`config.mk`:
```
export PLATFORM = sky130hd
export DESIGN_NAME = dmem_access_ctrl_flat
export DESIGN_NICKNAME = d
export VERILOG_FILES = /design/src/rtl/dmem_access_ctrl_pkg.sv /design/src/rtl/dmem_access_ctrl_if.sv /design/src/rtl/dmem_access_ctrl_timeout_cnt.sv /design/src/rtl/dmem_access_ctrl.sv /design/src/flat_wrapper.sv
export SDC_FILE = /design/constraint.sdc
export NUM_CORES = 1
export LEC_CHECK = 0
export ABC_AREA = 1
export CORE_UTILIZATION = 40
export DETAILED_ROUTE_END_ITERATION = 8
export HOLD_SLACK_MARGIN = 0.02
export PLACE_DENSITY = 0.79
export SYNTH_ARGS = -nofsm -noshare
export SYNTH_HDL_FRONTEND = slang
export SYNTH_SLANG_ARGS = --single-unit
```
`constraint.sdc`:
```
create_clock -name clk_i -period 1.5 [get_ports clk_i]
set_input_delay 0.225 -clock clk_i [delete_from_list [all_inputs] [get_ports clk_i]]
set_output_delay 0.225 -clock clk_i [all_outputs]
set_load 0.05 [all_outputs]
```
`src/rtl/dmem_access_ctrl_pkg.sv`:
```
// Shared types and constants for the MEM-stage data-memory access controller.
package dmem_access_ctrl_pkg;

    typedef enum logic [1:0] {
        IDLE = 2'd0,
        REQ  = 2'd1,
        DONE = 2'd2
    } state_t;

    // Low address bits that must be zero for a word access
    localparam logic [1:0] WORD_ALIGN_MASK = 2'b11;

    // EX/MEM MEM-field layout: MemRead at bit 1, MemWrite at bit 0
    typedef struct packed {
        logic mem_read;
        logic mem_write;
    } mem_ctl_t;

endpackage

```
`src/rtl/dmem_access_ctrl_if.sv`:
```
// Request/acknowledge bus between the access controller and data memory.
interface dmem_access_ctrl_if #(
    parameter int unsigned DATA_W = 32
);
    logic              mem_req_o;
    logic              mem_we_o;
    logic [DATA_W-1:0] mem_addr_o;
    logic [DATA_W-1:0] mem_wdata_o;
    logic              mem_ack_i;
    logic [DATA_W-1:0] mem_rdata_i;

    modport master (
        output mem_req_o, mem_we_o, mem_addr_o, mem_wdata_o,
        input  mem_ack_i, mem_rdata_i
    );

    modport slave (
        input  mem_req_o, mem_we_o, mem_addr_o, mem_wdata_o,
        output mem_ack_i, mem_rdata_i
    );
endinterface

```
`src/rtl/dmem_access_ctrl_timeout_cnt.sv`:
```
// Wait counter for an outstanding memory request; expires at TIMEOUT_CYC-1.
module dmem_timeout_cnt #(
    parameter int unsigned TIMEOUT_CYC = 16,
    parameter int unsigned CNT_W       = 5
) (
    input  logic clk_i,
    input  logic rst_i,
    input  logic clr_i,
    input  logic en_i,
    output logic expire_o
);
    logic [CNT_W-1:0] cnt_q;

    // Count cycles spent waiting; clear has priority over enable
    always_ff @(posedge clk_i) begin
        if (rst_i || clr_i) begin
            cnt_q <= '0;
        end else if (en_i) begin
            cnt_q <= cnt_q + 1'b1;
        end
    end

    assign expire_o = (cnt_q == CNT_W'(TIMEOUT_CYC - 1));
endmodule

```
`src/rtl/dmem_access_ctrl.sv`:
```
// MEM-stage responder: turns single-cycle load/store requests into a
// req/ack handshake, stalls the pipeline while waiting, flags bad accesses.
module dmem_access_ctrl
    import dmem_access_ctrl_pkg::*;
#(
    parameter int unsigned DATA_W      = 32,
    parameter int unsigned TIMEOUT_CYC = 16,
    parameter int unsigned CNT_W       = 5
) (
    input  logic                  clk_i,
    input  logic                  rst_i,
    input  logic                  MemRead_i,
    input  logic                  MemWrite_i,
    input  logic [DATA_W-1:0]     addr_i,
    input  logic [DATA_W-1:0]     wdata_i,
    output logic                  stall_o,
    output logic [DATA_W-1:0]     rdata_o,
    output logic                  err_o,
    dmem_access_ctrl_if.master    mem_bus
);
    state_t            state_q, state_d;
    mem_ctl_t          mem_ctl;
    logic              aligned, any_req, legal_req, illegal_req;
    logic              issue, err_d, cnt_clr, cnt_en, expire;
    logic              req_q, we_q;
    logic [DATA_W-1:0] addr_q, wdata_q, rdata_q;

    assign mem_ctl     = '{mem_read: MemRead_i, mem_write: MemWrite_i};
    assign aligned     = ((addr_i[1:0] & WORD_ALIGN_MASK) == 2'b00);
    assign any_req     = mem_ctl.mem_read | mem_ctl.mem_write;
    assign legal_req   = (mem_ctl.mem_read ^ mem_ctl.mem_write) & aligned;
    assign illegal_req = (mem_ctl.mem_read & mem_ctl.mem_write) | (any_req & ~aligned);

    dmem_timeout_cnt #(
        .TIMEOUT_CYC (TIMEOUT_CYC),
        .CNT_W       (CNT_W)
    ) u_timeout_cnt (
        .clk_i    (clk_i),
        .rst_i    (rst_i),
        .clr_i    (cnt_clr),
        .en_i     (cnt_en),
        .expire_o (expire)
    );

    // State register
    always_ff @(posedge clk_i) begin
        if (rst_i) begin
            state_q <= IDLE;
        end else begin
            state_q <= state_d;
        end
    end

    // Next-state, stall and control decode
    always_comb begin
        state_d = state_q;
        stall_o = 1'b0;
        issue   = 1'b0;
        err_d   = 1'b0;
        cnt_clr = 1'b0;
        cnt_en  = 1'b0;
        case (state_q)
            IDLE: begin
                cnt_clr = 1'b1;
                if (legal_req) begin
                    stall_o = 1'b1;
                    issue   = 1'b1;
                    state_d = REQ;
                end else if (illegal_req) begin
                    // Bad access still retires once via DONE, without stalling
                    err_d   = 1'b1;
                    state_d = DONE;
                end
            end
            REQ: begin
                stall_o = 1'b1;
                if (mem_bus.mem_ack_i) begin
                    state_d = DONE;
                end else if (expire) begin
                    err_d   = 1'b1;
                    state_d = DONE;
                end else begin
                    cnt_en = 1'b1;
                end
            end
            DONE:    state_d = IDLE;
            default: state_d = IDLE;
        endcase
    end

    // Bus registers, load-data capture and error pulse
    always_ff @(posedge clk_i) begin
        if (rst_i) begin
            req_q   <= 1'b0;
            we_q    <= 1'b0;
            addr_q  <= '0;
            wdata_q <= '0;
            rdata_q <= '0;
            err_o   <= 1'b0;
        end else begin
            err_o <= err_d;
            if (issue) begin
                req_q   <= 1'b1;
                we_q    <= MemWrite_i;
                addr_q  <= addr_i;
                wdata_q <= wdata_i;
            end else if (state_q == REQ && (mem_bus.mem_ack_i || expire)) begin
                req_q <= 1'b0;
            end
            if (state_q == REQ && mem_bus.mem_ack_i && !we_q) begin
                rdata_q <= mem_bus.mem_rdata_i;
            end
        end
    end

    assign mem_bus.mem_req_o   = req_q;
    assign mem_bus.mem_we_o    = we_q;
    assign mem_bus.mem_addr_o  = addr_q;
    assign mem_bus.mem_wdata_o = wdata_q;
    assign rdata_o             = rdata_q;
endmodule

```
`src/flat_wrapper.sv`:
```
// flat-port wrapper written by rule: the top's interface ports become plain ports
module dmem_access_ctrl_flat import dmem_access_ctrl_pkg::*;
#(
    parameter int unsigned DATA_W      = 32,
    parameter int unsigned TIMEOUT_CYC = 16,
    parameter int unsigned CNT_W       = 5
)
  (clk_i, rst_i, MemRead_i, MemWrite_i, addr_i, wdata_i, stall_o, rdata_o, err_o, mem_bus_mem_req_o, mem_bus_mem_we_o, mem_bus_mem_addr_o, mem_bus_mem_wdata_o, mem_bus_mem_ack_i, mem_bus_mem_rdata_i);
  dmem_access_ctrl_if #(.DATA_W(DATA_W)) mem_bus_i ();
  input  logic clk_i;
  input  logic rst_i;
  input  logic MemRead_i;
  input  logic MemWrite_i;
  input  logic [DATA_W-1:0] addr_i;
  input  logic [DATA_W-1:0] wdata_i;
  output logic stall_o;
  output logic [DATA_W-1:0] rdata_o;
  output logic err_o;
  output wire logic [$bits(mem_bus_i.mem_req_o)-1:0] mem_bus_mem_req_o;
  output wire logic [$bits(mem_bus_i.mem_we_o)-1:0] mem_bus_mem_we_o;
  output wire logic [$bits(mem_bus_i.mem_addr_o)-1:0] mem_bus_mem_addr_o;
  output wire logic [$bits(mem_bus_i.mem_wdata_o)-1:0] mem_bus_mem_wdata_o;
  input wire logic [$bits(mem_bus_i.mem_ack_i)-1:0] mem_bus_mem_ack_i;
  input wire logic [$bits(mem_bus_i.mem_rdata_i)-1:0] mem_bus_mem_rdata_i;
  assign mem_bus_mem_req_o = mem_bus_i.mem_req_o;
  assign mem_bus_mem_we_o = mem_bus_i.mem_we_o;
  assign mem_bus_mem_addr_o = mem_bus_i.mem_addr_o;
  assign mem_bus_mem_wdata_o = mem_bus_i.mem_wdata_o;
  assign mem_bus_i.mem_ack_i = mem_bus_mem_ack_i;
  assign mem_bus_i.mem_rdata_i = mem_bus_mem_rdata_i;
  dmem_access_ctrl #(.DATA_W(DATA_W), .TIMEOUT_CYC(TIMEOUT_CYC), .CNT_W(CNT_W)) u_core (.clk_i(clk_i), .rst_i(rst_i), .MemRead_i(MemRead_i), .MemWrite_i(MemWrite_i), .addr_i(addr_i), .wdata_i(wdata_i), .stall_o(stall_o), .rdata_o(rdata_o), .err_o(err_o), .mem_bus(mem_bus_i));
endmodule
```
==> out/qor.json <==
{
  "core_region_area_sq_um": 9860,
  "num-nets-final": 804,
  "io_buffers": 200,
  "placed_cell_area_sq_um": 6030,
  "series_of_cell_instances_along_the_critical_path": "nor2_4 > nand3_4 > nand2_2 > buf_12",
  "worst_slew_pin_tran_ns": 0.386,
  "yosys-top-cells-area": "sky130_fd_sc_hd__dfxtp_1 52%, sky130_fd_sc_hd__a21oi_1 13%, sky130_fd_sc_hd__nand2_1 9.9%",
  "drtIter0Drc": 198,
  "run_status": "complete, no violations",
  "synth_enable_flop_cells": 0,
  "place_congestion": 0.781,
  "finalNonFillerCells": 837,
  "power.density_cell_area_nw_per_um2": 945,
  "required_ns": 1.27,
  "clock_latency_ns": 0.35,
  "antenna_cells": 0,
  "hpwl_um": 9170,
  "critical_path_peak_fanout": 3,
  "final-setup-viol-count": 0,
  "fmax_mhz": 706,
  "slew_headroom": 0.743,
  "initial_utilization": 0.416,
  "routed_wl_um": 12800,
  "leakage_power_figure_nw": 2.42,
  "synth.top_cell.area_share": 0.518,
  "tritoncts": "done",
  "cp_data_arrival_time_ns": 1.19,
  "synthToLayoutAreaGrowth_pct": 54.2,
  "grt_first_pass_wirelength_um": 19000,
  "grt_usage": 0.227,
  "clockRootBuffer": "sky130_fd_sc_hd__clkbuf_8",
  "post_route_cells_drive_above_1_share": 0.233,
  "period_utilization": 0.944,
  "synth_top_area_cell": "sky130_fd_sc_hd__dfxtp_1",
  "finalWorstPathRequiredPeriod_ns": 1.42,
  "syn-num-nets": 614,
  "final_max_tran_viols": 0,
  "count_of_max_cap_constraint_violations": 0,
  "avgSynthCellArea_sq_um": 8.05,
  "finish.instance_area_sq_um": 6320,
  "cts_hold_repair.buffers": 0,
  "syn-instance-count": 509,
  "ys_dominant_reg_cell": "sky130_fd_sc_hd__dfxtp_1",
  "antenna_found_initial": 0,
  "cts.path.max_buffers": 2,
  "dieArea_sq_um": 10700,
  "synth.yosys.warnings": 0,
  "dr.pass1.iters": 4,
  "cpLargestDelayFamily": "flip-flops",
  "dp_cells": 816,
  "timing.critical_path.buf_inv": 1,
  "path_clk_slew_ns": 0.10,
  "hold-worst-slack_ns": 0.281,
  "grt_start_max_net_pins": 55,
  "timing_hold_violations_final": 0,
  "crit_slowest_cell": "sky130_fd_sc_hd__dfxtp_2",
  "vias": 4380,
  "max_rail_drop_vdd_mv": 0.577,
  "num_io_pins": 201,
  "hold_path_class": "input port to flop",
  "worst_slack_ns": 0.0841,
  "synth.lib_cells_used.distinct": 20,
  "post_drt_wl_per_cell_um": 15.3,
  "floorplan.rows": 36,
  "clock_skew_ns": 0.0107,
  "mappedNetlistArea_sq_um": 4100,
  "setup_repair_after_global_routing_missed_its_margin": "no",
  "setup_tns_ns": 0,
  "antenna_left": 0,
  "post_drt_via_cell_ratio": 5.23,
  "dp_slack_ns": -0.390,
  "timing.critical_path.from_type": "flop",
  "grt_pass1_vias": 3905,
  "timing_worst_setup_path_type": "flop to output pin",
  "synth.yosys.seq_area_share": 0.518,
  "die_h_um": 103,
  "synth_seq_cells": 106,
  "synth_async_reset_ratio": 0,
  "grt_remaining_overflow": 0,
  "post-route-drc-count": 0,
  "cts-htree-levels": 3,
  "die_w_um": 103,
  "critPathMaxStageDelay_ns": 0.36,
  "cts.sinks": 106,
  "cp-end-kind": "output pin",
  "cts-buffers-inserted": 9
}
-- metrics by stage --
stage               power, mW   util
floorplan                3.68      -
global placement         4.21  0.611
detailed placement       4.23  0.611
CTS                      6.01  0.638
global route             6.23  0.641
finish                   5.97  0.641
-- layer usage --
| layer | up-vias | part of all wire | track usage |
|---|---|---|---|
| met5 | - | 0 | 0 |
| met4 | 0 | 0.022 | 0.0715 |
| met3 | 24 | 0.055 | 0.0464 |
| met2 | 174 | 0.52 | 0.400 |
| met1 | 2055 | 0.41 | 0.278 |
| li1 | 2127 | - | - |
-- path summary, 6_finish.rpt --
path / startpoint / end / slack [ns] / cells past startpoint
min reg2reg: u_core.mem_bus.mem_addr_o[0] / u_core.mem_bus.mem_addr_o[0] / 0.44 / 2
min: rst_i / u_core.mem_bus.mem_addr_o[2] / 0.28 / 2
max reg2reg: u_core.u_timeout_cnt.cnt_q[0] / u_core.u_timeout_cnt.cnt_q[3] / 0.09 / 9
max: u_core.state_q[1] / stall_o / 0.08 / 4
-- layout by cell type (no fill, tap or decap), drive strengths merged, types with 2 or more instances in the layout --
master         instances
nor2                  17
o21ai                  5
clkinvlp               2
inv                   18
clkbuf                10
nand2                108
a21oi                103
nand4                 63
clkdlybuf4s50         97
dfxtp                106
buf                  128
nand3                 37
dlygate4sd2            2
ha                     4
-- timing repair --
action | in CTS | in global routing
gates resized for setup | 12 | 8
endpoints found under the setup margin | 11 | 6
buffers inserted | 4 | 1
pin swaps | 4 | 5
-- report_power, final --
| part | switching, mW | total [mW] | internal, mW | leakage (nW) |
|---|---|---|---|---|
| clock | 0.978 | 1.77 | 0.794 | 0.0950 |
| sequential | 0.0506 | 2.95 | 2.90 | 0.859 |
| combinational | 0.735 | 1.25 | 0.518 | 1.47 |
-- cell families (layout without fill, tap and decap cells) --
group	after synthesis	after routing	synth area share
flops	106	106	0.518
simple gates	226	226	0.262
fa+ha+maj	4	4	0.0122
buf+inv	64	259	0.0745
compound gates	109	109	0.134
-- cells in the mapped netlist (3+ instances only) --
cell type	count
sky130_fd_sc_hd__a21oi_1	103
sky130_fd_sc_hd__buf_2	25
sky130_fd_sc_hd__buf_4	9
sky130_fd_sc_hd__clkbuf_1	13
sky130_fd_sc_hd__dfxtp_1	106
sky130_fd_sc_hd__ha_1	4
sky130_fd_sc_hd__inv_1	14
sky130_fd_sc_hd__nand2_1	108
sky130_fd_sc_hd__nand3_1	36
sky130_fd_sc_hd__nand4_1	63
sky130_fd_sc_hd__nor2_1	13
sky130_fd_sc_hd__nor2_2	3
sky130_fd_sc_hd__o21ai_1	3
-- state kept, by name, indices dropped and copies added, names as in the netlist --
| signal | flops |
|---|---|
| u_core.mem_bus.mem_we_o | 1 |
| u_core.err_o | 1 |
| u_core.mem_bus.mem_req_o | 1 |
| u_core.state_q | 2 |
| u_core.mem_bus.mem_wdata_o | 32 |
| u_core.u_timeout_cnt.cnt_q | 5 |
| u_core.mem_bus.mem_addr_o | 32 |
| u_core.rdata_o | 32 |
-- final cells by class --
class	count	area, sq um
fill	834	3540
sequential	106	2120
timing repair buffer	227	2030
multi-input combinational	339	1740
tap	133	166
clock buffer	10	128
clock inverter	6	73.8
inverter	16	60.1
(Power assumes the default switching activity.)
==> edit 1, RTL diff (same settings) <==
Put one more register stage on the output `err_o`, with the module's reset. The value now appears one clock later. The other outputs are not delayed to match.
--- a/src/rtl/dmem_access_ctrl.sv
+++ b/src/rtl/dmem_access_ctrl.sv
@@ -18,6 +18,8 @@
     output logic                  err_o,
     dmem_access_ctrl_if.master    mem_bus
 );
+
+    logic err_s0;
     state_t            state_q, state_d;
     mem_ctl_t          mem_ctl;
     logic              aligned, any_req, legal_req, illegal_req;
@@ -96,9 +98,9 @@
             addr_q  <= '0;
             wdata_q <= '0;
             rdata_q <= '0;
-            err_o   <= 1'b0;
+            err_s0  <= 1'b0;
         end else begin
-            err_o <= err_d;
+            err_s0 <= err_d;
             if (issue) begin
                 req_q   <= 1'b1;
                 we_q    <= MemWrite_i;
@@ -118,5 +120,13 @@
     assign mem_bus.mem_addr_o  = addr_q;
     assign mem_bus.mem_wdata_o = wdata_q;
     assign rdata_o             = rdata_q;
+    always_ff @(posedge clk_i) begin
+        if (rst_i) begin
+            err_o <= '0;
+        end else begin
+            err_o <= err_s0;
+        end
+    end
+
 endmodule
 
Formal check against the unedited RTL: not equivalent (Yosys sat finds a counterexample within 4 cycles, from zero or initial values and one cycle with rst_i high).
==> edit 1 against the original RTL <==
Total power is 6.9% higher; routed wire length decreased by 17%; largest power group unchanged; fmax down 0.57%; cell area fell by 1.7%; first-iteration DRC count down 47%; area after synthesis down 3.2%; global-route usage is 2.6 points lower; sequential cell count grew 1; critical path type is now reg2reg; setup slack got worse by 0.0081 ns.
==> edit 1: results (changes against the original RTL) <==
* Filler cell count at 778 (-6.7%)
* GP Congestion at 0.773 (-1.0%)
* First-pass GRT wire length at 16300 um (-14%)
* Worst Skew at 0.0160 ns (+0.00530 ns)
* Inst Count DP at 808 (-0.98%)
* Area of the multi-input gates at 0.00137 mm2 (-21%)
* Sequential cells at 107 (+0.94%)
* Tot GR Track Use at 20.1% (-2.6 points)
* Post-synthesis sequential area ratio at 54.0% (+2.2 points)
* Number of gates resized after CTS at 8 (-4)
* Worst Hold Class: reg2reg
* Signal inverters at 75 (+59)
* Worst-case vdd ir drop at 0.000577 V (+0.16%)
* Largest net degree at the start of global routing at 56 (+1.8%)
* Hpwl dp at 7890 um (-14%)
* Dpl cell area at 0.00593 mm2 (-1.6%)
* WP data arrival at 1.66 ns (+0.47 ns)
* Comb power at 1.37 mW (+9.6%)
* Fin nets at 796 (-1.0%)
* Internal Power at 4.50 mW (+6.8%)
* Seq. pwr at 3.06 mW (+4%)
* Yosys cell types at 21 (+5.0%)
* Sequential standard cell area at 0.00214 mm2 (+0.94%)
* Clk tree area frac at 3.63% (+0.44 points)
* Met3 wire length at 989 um (+41%)
* LEAKAGE at 2.57 nW (+5.9%)
* Sequential fraction of total cell area at 34.5% (+0.92 points)
* Status: complete, no violations
* DRT iter0 DRCs at 104 (-47%)
* Slew HR at 83.9% (+9.7 points)
* Post-CTS Setup Repair Bufs at 1 (-3)
* Worst-path fanout max at 5 (+2)
* Net Count, Synth at 591 (-3.7%)
* Buffering overhead at 32.7% (+0.49 points)
* Via/cell ratio at 4.63 (-12%)
* Share of cells above drive strength 1 at 22.8% (-0.45 points)
* Synth area leaders: dfxtp_1 (54%), a21oi_1 (9.1%), nor2_1 (7.0%)
* Met1 global-route usage at 23.1% (-4.7 points)
* Signal buffers at 224 (-1.3%)
* Vias in the first global route at 3617 (-7.4%)
* Multi-In Gates at 274 (-19%)
* M1 WL at 4440 um (-15%)
* Global Route met2 Usage at 35.7% (-4.3 points)
* Met2 WL at 5030 um (-24%)
* Met3 usage at 5.87% (+1.2 points)
* DRT Wirelength at 10600 um (-17%)
* Worst slack at placement at -0.395 ns (-0.00473 ns)
[edit 1: final timing paths]
kind	from	to	slack, ns	depth (start not counted)
setup reg to reg	u_core.u_timeout_cnt.cnt_q[0]	u_core.u_timeout_cnt.cnt_q[3]	0.08	9
hold / removal	u_core.err_s0	u_core.err_o	0.43	2
setup / recovery	u_core.u_timeout_cnt.cnt_q[0]	u_core.u_timeout_cnt.cnt_q[3]	0.08	9
hold reg to reg	u_core.err_s0	u_core.err_o	0.43	2
[edit 1: cell families after synthesis]
family,Yosys count,synth area share (%)
DFF,107,54.0
buffers and inverters,105,12.9
adders and majority gates,4,1.26
xor gates and xnor gates,1,0.221
and+or+nand+nor,98,9.96
AOI/OAI and AO/OA,171,21.7
[edit 1: worst min-delay path, cell delays in order (launching register included)]
cell	delay, ns
dfxtp_1	0.31
inv_1	0.04
nor2_1	0.03
==> edit 2, RTL diff (config.mk and constraints unchanged) <==
Without the edit above. `DATA_W` is set to 32 in 3 places; all go to 24.
--- a/src/rtl/dmem_access_ctrl_if.sv
+++ b/src/rtl/dmem_access_ctrl_if.sv
@@ -1,6 +1,6 @@
 // Request/acknowledge bus between the access controller and data memory.
 interface dmem_access_ctrl_if #(
-    parameter int unsigned DATA_W = 32
+    parameter int unsigned DATA_W = 24
 );
     logic              mem_req_o;
     logic              mem_we_o;
--- a/src/rtl/dmem_access_ctrl.sv
+++ b/src/rtl/dmem_access_ctrl.sv
@@ -3,7 +3,7 @@
 module dmem_access_ctrl
     import dmem_access_ctrl_pkg::*;
 #(
-    parameter int unsigned DATA_W      = 32,
+    parameter int unsigned DATA_W      = 24,
     parameter int unsigned TIMEOUT_CYC = 16,
     parameter int unsigned CNT_W       = 5
 ) (
--- a/src/flat_wrapper.sv
+++ b/src/flat_wrapper.sv
@@ -1,7 +1,7 @@
 // flat-port wrapper written by rule: the top's interface ports become plain ports
 module dmem_access_ctrl_flat import dmem_access_ctrl_pkg::*;
 #(
-    parameter int unsigned DATA_W      = 32,
+    parameter int unsigned DATA_W      = 24,
     parameter int unsigned TIMEOUT_CYC = 16,
     parameter int unsigned CNT_W       = 5
 )
Ports: changed (6 resized); port bits go from 201 to 153. The function was not compared with the original's and may differ.
==> edit 2 against the original RTL <==
Register-to-register slack got worse by 0.04 ns; total power fell by 20%; largest cell class unchanged; largest power group unchanged; sequential power fell by 22%; critical endpoint unchanged; critical path type is now in2out; routed wire length fell by 30%; area after synthesis fell by 22%; cell area fell by 22%; via count fell by 25%; setup slack got worse by 0.039 ns; sequential cell count fell by 24.
==> edit 2: results (changes against the original RTL) <==
* Status: complete, no violations
* Number of gates resized after CTS at 17 (+5)
* Vias in the first global route at 3086 (-21%)
* Signal inverters at 13 (-3)
* DRT iter0 DRCs at 146 (-26%)
* Worst slack at placement at -0.313 ns (+0.0769 ns)
* Met1 global-route usage at 25.4% (-2.4 points)
* Detailed Routing Iterations Pass 1 at 5 (+1)
* Final core utilization at 64.3% (+0.20 points)
* Clk tree area frac at 3.77% (+0.59 points)
* Net Count, Synth at 477 (-22%)
* Worst-path fanout max at 3 (unchanged)
* Sequential standard cell area at 0.00165 mm2 (-23%)
* R2R depth at 7 (-2)
* Hpwl dp at 6130 um (-33%)
* First-pass GRT wire length at 14300 um (-25%)
* Wirelength per Cell at 13.7 um (-10%)
* Post-synthesis sequential area ratio at 51.6% (-0.14 points)
* Met3 usage at 4.36% (-0.28 points)
* Share of cells above drive strength 1 at 24.6% (+1.3 points)
* WP data arrival at 1.23 ns (+0.04 ns)
* Dpl cell area at 0.00464 mm2 (-23%)
* Slowest stage cell, crit path: clkdlybuf4s50_1
* Global Route met2 Usage at 35.5% (-4.5 points)
* DRT Wirelength at 8980 um (-30%)
* LEAKAGE at 1.97 nW (-19%)
* M1 WL at 3720 um (-29%)
* Synth area leaders: dfxtp_1 (52%), nand4_1 (9.1%), a21oi_1 (8.2%)
* Hold path depth at 2 (unchanged)
* Mean Syn Cell Area at 8.03 um2 (-0.30%)
* Worst Skew at 0.0104 ns (-0.000255 ns)
* Mapped Cells at 396 (-22%)
* Met3 wire length at 457 um (-35%)
* CTS sink count at 82 (-23%)
* Tot GR Track Use at 21.1% (-1.5 points)
* Top cells by count, synth: dfxtp_1 (82), nand2_1 (64), nor2_1 (63)
* Signal buffers at 173 (-24%)
* Via/cell ratio at 5.02 (-4.1%)
* Area of the multi-input gates at 0.00139 mm2 (-20%)
* Met2 WL at 4450 um (-33%)
* Worst path max stage delay at 0.49 ns (+0.13 ns)
* Largest net degree at the start of global routing at 47 (-15%)
* Fin nets at 629 (-22%)
* Buffering overhead at 31.2% (-0.94 points)
* GP Congestion at 0.729 (-6.6%)
* Slew at the pin with the worst max-slew slack at 0.419 ns (+0.0326 ns)
* Port Buf Inserts at 152 (-24%)
* Yosys cell types at 23 (+15%)
## edit 2: cells by family (layout without fill, tap and decap cells)
group	Yosys count	count (layout)	share of synthesized area (%)
flops	82	82	51.6
compound gates	81	81	12.9
xor+xnor	1	1	0.276
simple gates	183	183	26.2
fa+ha+maj	4	4	1.57
buf+inv	45	202	7.44
## edit 2: report_power, final
part           switching (mW)  internal, mW  total, mW
combinational           0.588         0.411      0.999
sequential             0.0428          2.25       2.29
clock                   0.829         0.667       1.50
total                    1.46          3.33       4.79
## edit 2: path summary, 6_finish.rpt
path | from | end | slack, ns
hold reg to reg | u_core.mem_bus.mem_addr_o[0] | u_core.mem_bus.mem_addr_o[0] | 0.44
setup / recovery | addr_i[1] | stall_o | 0.05
setup reg to reg | u_core.u_timeout_cnt.cnt_q[0] | u_core.u_timeout_cnt.cnt_q[0] | 0.05
hold / removal | rst_i | u_core.mem_bus.mem_wdata_o[4] | 0.23
